**src/rtl/mem_stage.sv**
```systemverilog
// Pipeline memory stage: ALU pass-through, stores, 3-cycle loads from a single-port sync RAM.
// Latency: ALU/store/illegal complete 1 cycle after acceptance; loads complete 3 cycles after.
// Backpressure: stall_out is high while a load is in flight; inputs are ignored until it drops.
module mem_stage #(
    parameter int ARQ    = 16,
    parameter int ADDR_W = 8,
    parameter int RD_W   = 3
) (
    input  logic            clk,
    input  logic            rst,
    input  logic            valid_in,
    input  logic [ARQ-1:0]  alu_result,
    input  logic [ARQ-1:0]  store_data,
    input  logic [RD_W-1:0] rd_in,
    input  logic            wb_enable_in,
    input  logic            mem_read_in,
    input  logic            mem_write_in,
    output logic            stall_out,
    output logic            valid_out,
    output logic            wb_enable_out,
    output logic [RD_W-1:0] rd_out,
    output logic [ARQ-1:0]  wb_data_out,
    output logic            err_out
);

    localparam int DEPTH = 2 ** ADDR_W;

    typedef enum logic [1:0] {IDLE, WAIT, DONE} state_t;

    state_t            state_q, state_d;
    logic [ADDR_W-1:0] addr_q;
    logic [RD_W-1:0]   rd_q;
    logic [ARQ-1:0]    ram_q;
    logic [ARQ-1:0]    mem [DEPTH];

    logic              is_alu, is_load, is_store, is_bad;
    logic              ram_we, ram_re;
    logic [ADDR_W-1:0] ram_addr;
    logic              unused_hi_addr;

    // Upper address bits are deliberately dropped: the RAM wraps.
    assign unused_hi_addr = ^alu_result[ARQ-1:ADDR_W];

    assign stall_out = (state_q != IDLE);

    always_comb begin
        is_alu   = valid_in && !mem_read_in && !mem_write_in;
        is_load  = valid_in &&  mem_read_in && !mem_write_in;
        is_store = valid_in && !mem_read_in &&  mem_write_in;
        is_bad   = valid_in &&  mem_read_in &&  mem_write_in;
    end

    always_comb begin
        state_d  = state_q;
        ram_we   = 1'b0;
        ram_re   = 1'b0;
        ram_addr = addr_q;
        case (state_q)
            IDLE: begin
                ram_addr = alu_result[ADDR_W-1:0];
                ram_we   = is_store && !rst;
                if (is_load) begin
                    state_d = WAIT;
                end
            end
            WAIT: begin
                ram_re  = !rst;
                state_d = DONE;
            end
            DONE: begin
                state_d = IDLE;
            end
            default: begin
                state_d = IDLE;
            end
        endcase
    end

    // Single-port RAM: one access per cycle, never reset so contents survive rst.
    always_ff @(posedge clk) begin
        if (ram_we) begin
            mem[ram_addr] <= store_data;
        end
        if (ram_re) begin
            ram_q <= mem[ram_addr];
        end
    end

    always_ff @(posedge clk) begin
        if (rst) begin
            state_q       <= IDLE;
            addr_q        <= '0;
            rd_q          <= '0;
            valid_out     <= 1'b0;
            wb_enable_out <= 1'b0;
            rd_out        <= '0;
            wb_data_out   <= '0;
            err_out       <= 1'b0;
        end else begin
            state_q       <= state_d;
            valid_out     <= 1'b0;
            wb_enable_out <= 1'b0;
            case (state_q)
                IDLE: begin
                    if (is_load) begin
                        addr_q <= alu_result[ADDR_W-1:0];
                        rd_q   <= rd_in;
                    end
                    if (is_alu) begin
                        valid_out     <= 1'b1;
                        wb_enable_out <= wb_enable_in;
                        rd_out        <= rd_in;
                        wb_data_out   <= alu_result;
                    end
                    if (is_store || is_bad) begin
                        valid_out <= 1'b1;
                    end
                    if (is_bad) begin
                        err_out <= 1'b1;
                    end
                end
                DONE: begin
                    valid_out     <= 1'b1;
                    wb_enable_out <= 1'b1;
                    rd_out        <= rd_q;
                    wb_data_out   <= ram_q;
                end
                default: begin
                end
            endcase
        end
    end

endmodule
```
**config.mk**
```make
export PLATFORM = sky130hd
export DESIGN_NAME = mem_stage
export DESIGN_NICKNAME = d
export VERILOG_FILES = /design/src/rtl/mem_stage.sv
export SDC_FILE = /design/constraint.sdc
export NUM_CORES = 2
export LEC_CHECK = 0
export BUFFER_PORTS_ARGS = -buffer_cell sky130_fd_sc_hd__buf_4
export CELL_PAD_IN_SITES_DETAIL_PLACEMENT = 0
export CELL_PAD_IN_SITES_GLOBAL_PLACEMENT = 1
export CORE_ASPECT_RATIO = 0.9
export CORE_MARGIN = 2
export CORE_UTILIZATION = 35
export DETAILED_ROUTE_END_ITERATION = 16
export PLACE_DENSITY_LB_ADDON = 0.05
export SLEW_MARGIN = 10
export SYNTH_ARGS = -nofsm -noshare
export SYNTH_HDL_FRONTEND = slang
export SYNTH_SLANG_ARGS = --single-unit
```
**constraint.sdc**
```tcl
create_clock -name clk -period 4.83 [get_ports clk]
set_clock_uncertainty 0.05 [all_clocks]
set_input_delay 0.966 -clock clk [delete_from_list [all_inputs] [get_ports clk]]
set_output_delay 0.966 -clock clk [all_outputs]
set_load 0.02 [all_outputs]
```
# Word-level counts from Yosys, hierarchy flattened
# Memories as Yosys holds them, arrays and structs flattened. A register that Yosys moved wholly into a read port is not among the register bits.
# Index checks and enable logic that the tools add are counted.
totals:
  in_bits: 41
  word_cells: 46
  mem_bits_rw: 4096
  out_inout_bits: 23
  mem_count: 1
  regBits: 35
memory_table:
  columns: ["name", "depth", "word_bits", "read_ports", "rd_ports_with_merged_regs", "write_ports", "line", "rtl"]
  rows:
  - ["mem", 256, 16, 1, 1, 1, "34", "logic [ARQ-1:0] mem [DEPTH];"]
classes:
  mux: 16
  reduce_logical: 17
  eq_ne: 4
ops:
  columns: ["operator", "count"]
  rows:
  - ["16-bit one-hot mux with 2 select lines", 1]
  - ["16-bit 2-to-1 mux", 1]
  - ["8-bit 2-to-1 mux", 1]
  - ["1-bit logical AND", 7]
  - ["1-bit 2-to-1 mux", 7]
  - ["3-bit one-hot mux with 2 select lines", 1]
  - ["2-bit AND reduction", 3]
  - ["2-bit != test, second input constant", 2]
  - ["1-bit one-hot mux with 2 select lines", 2]
  - ["2-bit one-hot mux with 2 select lines", 1]
  - ["2-bit nonzero test", 2]
  - ["1-bit zero test", 3]
  - ["3-bit 2-to-1 mux", 1]
  - ["2-bit by 1-bit == test with 1-bit output, second input constant", 1]
  - ["2-bit == test, second input constant", 1]
  - ["2-bit zero test", 1]
  - ["2-bit 2-to-1 mux", 1]
  - ["1-bit logical OR", 1]

# Logic depth before layout (Yosys ltp)
logic_depth:
  ltp_word: 7
  ltp_mapped: 12
  ltp_nobuf: 8

# Worst setup path before layout
# Ideal clock, no wire load.
synth_path:
  path_type: "input to register"
  startpoint: "input alu_result[4]"
  endpoint: "memory mem[10][0], enable pin"
  arrival_ns: 3.166
  n_path_buf: 3
  required_time_ns: 4.392
  setup_time_ns: 0.388
  path_slack_ns: 1.226
  path_stages: 7
  cell_sequence: "or3_1 o31ai_1 clkbuf_1 clkbuf_1 nand2_1 clkbuf_1 nor2_1"
synth_via:
  elab_chain_len: 1
synth_rtl:
  columns: ["element", "line", "rtl"]
  rows:
  - ["start, declared", "12", "input logic [ARQ-1:0] alu_result,"]
  - ["8-bit 2-to-1 mux", "58", "case (state_q)"]
  - ["end, declared", "34", null]
# No other way between the ends.

# Worst setup path after layout
layout_path:
  startpoint: "register state_q[1]"
  endpoint: "register ram_q[13], read port of mem, data pin"
layout_via:
  elab_chain_len: 2
  elab_cells_between_ends: 4
  classes_between: "eq/ne: 1; mux: 2; reduce/logical: 1"
layout_rtl:
  columns: ["element", "line", "rtl"]
  rows:
  - ["start, declared", "30", "state_t state_q, state_d;"]
  - ["start signal, assigned", "100", "state_q <= state_d;"]
  - ["2-bit by 1-bit == test with 1-bit output or 2-bit zero test (tied branches)", "58", null]
  - ["1-bit 2-to-1 mux or 8-bit 2-to-1 mux (tied branches)", "58", null]
  - ["end, declared", "33", "logic [ARQ-1:0] ram_q;"]
# Parallel ways exist; a longest one is shown, timed or not.
# A chain may end at the register's enable or synchronous reset.

==> out/qor.txt <==
CTS tree: done
Clk buf depth: 4
Leakage Power: 55.08 nW
Initial core utilization: 35.06%
Synthesized area: 0.1526 mm2
DP HPWL: 317500 um
Crit start category: register
Non-Filler Instances: 15560
Drt wl/cell: 34.03 um
Vias per cell: 5.645
DP Worst Slack: -633.8 ps
R2R Path End: ram_q[13]
Synth Instances: 8667
Clk sink count: 4147
Worst Hold Class: in -> reg
Synth Area per Inst: 17.60 um2
Layout cells sized above 1: 17.23%
Multi-input logic area: 0.02626 mm2
Status: finished, final reports clean
Root buffer cell: clkbuf_16
Chip height: 630.3 um
Die area: 0.4412 mm2
Final min period: 4752 ps
R2R depth: 11
Max transition margin: 15.30%
Flop2flop setup slack: 80 ps
Reg2reg start: state_q[1]
Storage element area: 0.1242 mm2
Post-route antenna net violation count: 0
P&R area growth vs syn: 18.24%
Tot GR Track Use: 23.43%
CP max FO: 156
H-tree Lvls: 5
Final GP Congestion: 0.7949
Synthesis Warnings: 0
MaxCap Viol Count: 0
Net count after synthesis: 8708
Peak VDD IR: 0.3036 mV
Initial antenna violation count: 52
Cell area power density: 432.0 mW/mm2
Die width: 699.9 um
Worst Hold Launch: rd_in[1]
Hold path cells: 3
Total gr overflow: 0
IO Pins: 64
Worst hold path endpoint: rd_q[1]
DR vias: 87860
Setup CP Type: reg -> reg
Min Hold Slack: 174.1 ps
Layout fillers: 39070
First-pass GRT wire length: 728700 um
DRT Wirelength: 529700 um
Placed instance count: 14720
Fmax: 210.4 MHz
Hold Violations, Final: 0
Crit. End Element: register
Final Setup Violations: 0
Req. time, crit path: 5660 ps
Primary FF master, synth: edfxtp_1
Largest net degree at the start of global routing: 157
RSZ-0062 raised after global routing: no
Final slew viol count: 0
Async SR Flop Fraction: 0%
Post-synth EDFFs: 4112
Post-synthesis cell type count: 43
Finished Core Util: 41.46%
Worst Path Arrival: 5580 ps
Sequential fraction of the synthesis area: 81.40%
Nets: 9411
Number of port buffers: 63
Core ar.: 0.4351 mm2
Fin worst setup slack: 77.52 ps
Synthesis-stage register bit count: 4147
Final period utilization: 98.39%
CTS buffer count: 450
Residual DRC: 0
Number of global-route vias before repair: 86290
Clock transition at path regs: 60 ps
Iter 0 DRT Violations: 9526
Slew @ Worst Pin: 1254 ps
Worst skew pair latency: 1000 ps
Drt first pass iters: 6
Row cnt: 230
area by class of cell:
| class | instances | share of cell area [%] |
|---|---|---|
| clock buffer | 548 | 6.564 |
| clock inverter | 274 | 1.351 |
| sequential | 4147 | 68.84 |
| antenna | 24 | 0.03330 |
| inverter | 7 | 0.01457 |
| timing repair buffer | 910 | 4.612 |
| multi-input combinational | 3854 | 14.56 |
| tap | 5800 | 4.023 |
critical path, stage by stage (launching register included):
cell     delay [ps]
dfxtp_1         340
nor2_4          490
inv_2           240
o31ai_4         410
buf_12          230
buf_12          450
a22oi_1         150
a21oi_1         360
o41ai_1         150
buf_4           200
a41oi_1         880
or4_1           210
state kept, by name, indices dropped and copies added, names as in the netlist:
| signal | cells |
|---|---|
| addr_q | 8 |
| err_out | 1 |
| mem | 4096 |
| ram_q | 16 |
| rd_out | 3 |
| rd_q | 3 |
| state_q | 2 |
| valid_out | 1 |
| wb_data_out | 16 |
| wb_enable_out | 1 |
kinds of logic (layout without fill, tap and decap cells):
| kind of cell | after synthesis | count (layout) | share of synthesized area (%) |
|---|---|---|---|
| other cells | 0 | 24 | 0 |
| simple gates | 391 | 391 | 1.088 |
| flops | 4147 | 4147 | 81.40 |
| mux | 18 | 18 | 0.1181 |
| compound gates | 3445 | 3445 | 15.55 |
| buf+inv | 666 | 1739 | 1.849 |
stage by stage:
| stage | power (mW) | TNS [ps] | cell area (um2) |
|---|---|---|---|
| after global placement | 44.95 | -5232 | 165900 |
| final | 77.93 | 0 | 180400 |
| after floorplan | 42.21 | 0 | 152600 |
| after detailed placement | 44.98 | -4730 | 166000 |
| after global routing | 80.30 | 0 | 180300 |
| after CTS | 78.73 | 0 | 180300 |
synthesized netlist by cell type, types with 19 or more instances:
master / number / area [um2]
a211oi_1: 19 / 142.6
a21oi_1: 1038 / 5195
a22oi_1: 2048 / 15370
a41oi_1: 65 / 569.3
buf_1: 36 / 135.1
buf_2: 203 / 1016
clkbuf_1: 408 / 1531
dfxtp_1: 35 / 700.7
edfxtp_1: 4112 / 123500
nand2_1: 24 / 90.09
nor2_1: 304 / 1141
o41ai_1: 256 / 2242
placed cells by master (no fill, tap or decap), types with 11 or more instances in the layout:
cell / Yosys / layout
edfxtp_1: 4112 / 4112
a22oi_1: 2048 / 2048
a21oi_1: 1038 / 1038
buf_4: 6 / 784
clkbuf_16: 0 / 459
nor2_1: 304 / 232
o41ai_1: 256 / 213
clkinv_1: 0 / 123
buf_12: 0 / 109
clkbuf_1: 408 / 87
clkinv_2: 0 / 81
nor2_2: 0 / 71
a41oi_1: 65 / 59
o41ai_2: 0 / 43
bufinv_16: 0 / 42
dfxtp_1: 35 / 35
diode_2: 0 / 24
a211oi_1: 19 / 19
mux2i_1: 18 / 18
or4_1: 17 / 17
buf_8: 0 / 16
nand2_1: 24 / 13
inv_6: 0 / 11
worst max path at each step:
| stage | startpoint | end | slack (ps) | cells past startpoint |
|---|---|---|---|---|
| floorplan | alu_result[4] | mem[10][0] | 1230 | 7 |
| global placement | alu_result[0] | ram_q[9] | -850 | 11 |
| detailed placement | alu_result[3] | ram_q[2] | -630 | 10 |
| CTS | state_q[1] | ram_q[10] | 60 | 9 |
| global route | state_q[0] | ram_q[14] | 30 | 11 |
| finish | state_q[1] | ram_q[13] | 80 | 11 |
routing by layer:
layer	vias to the layer above	share of wire, %	GRT usage (%)
met5	-	0	0
met4	0	2.4	5.431
met3	588	5.3	2.799
met2	2637	47	37.75
met1	46840	45	34.03
li1	37800	-	-
report_power, final:
group	switching, mW	internal (mW)	total [mW]
registers	0.0185	39.6	39.6
logic	3.33	1.24	4.57
clock network	14.2	19.5	33.8
total	17.6	60.3	77.9
what timing repair did:
item / in CTS / in global routing
gates resized for setup: 8 / 4
cloned: 0 / 0
setup endpoints to repair: 5 / 4
buffers inserted: 0 / 0
hold buffers: 0 / 0
(Power assumes the default switching activity.)
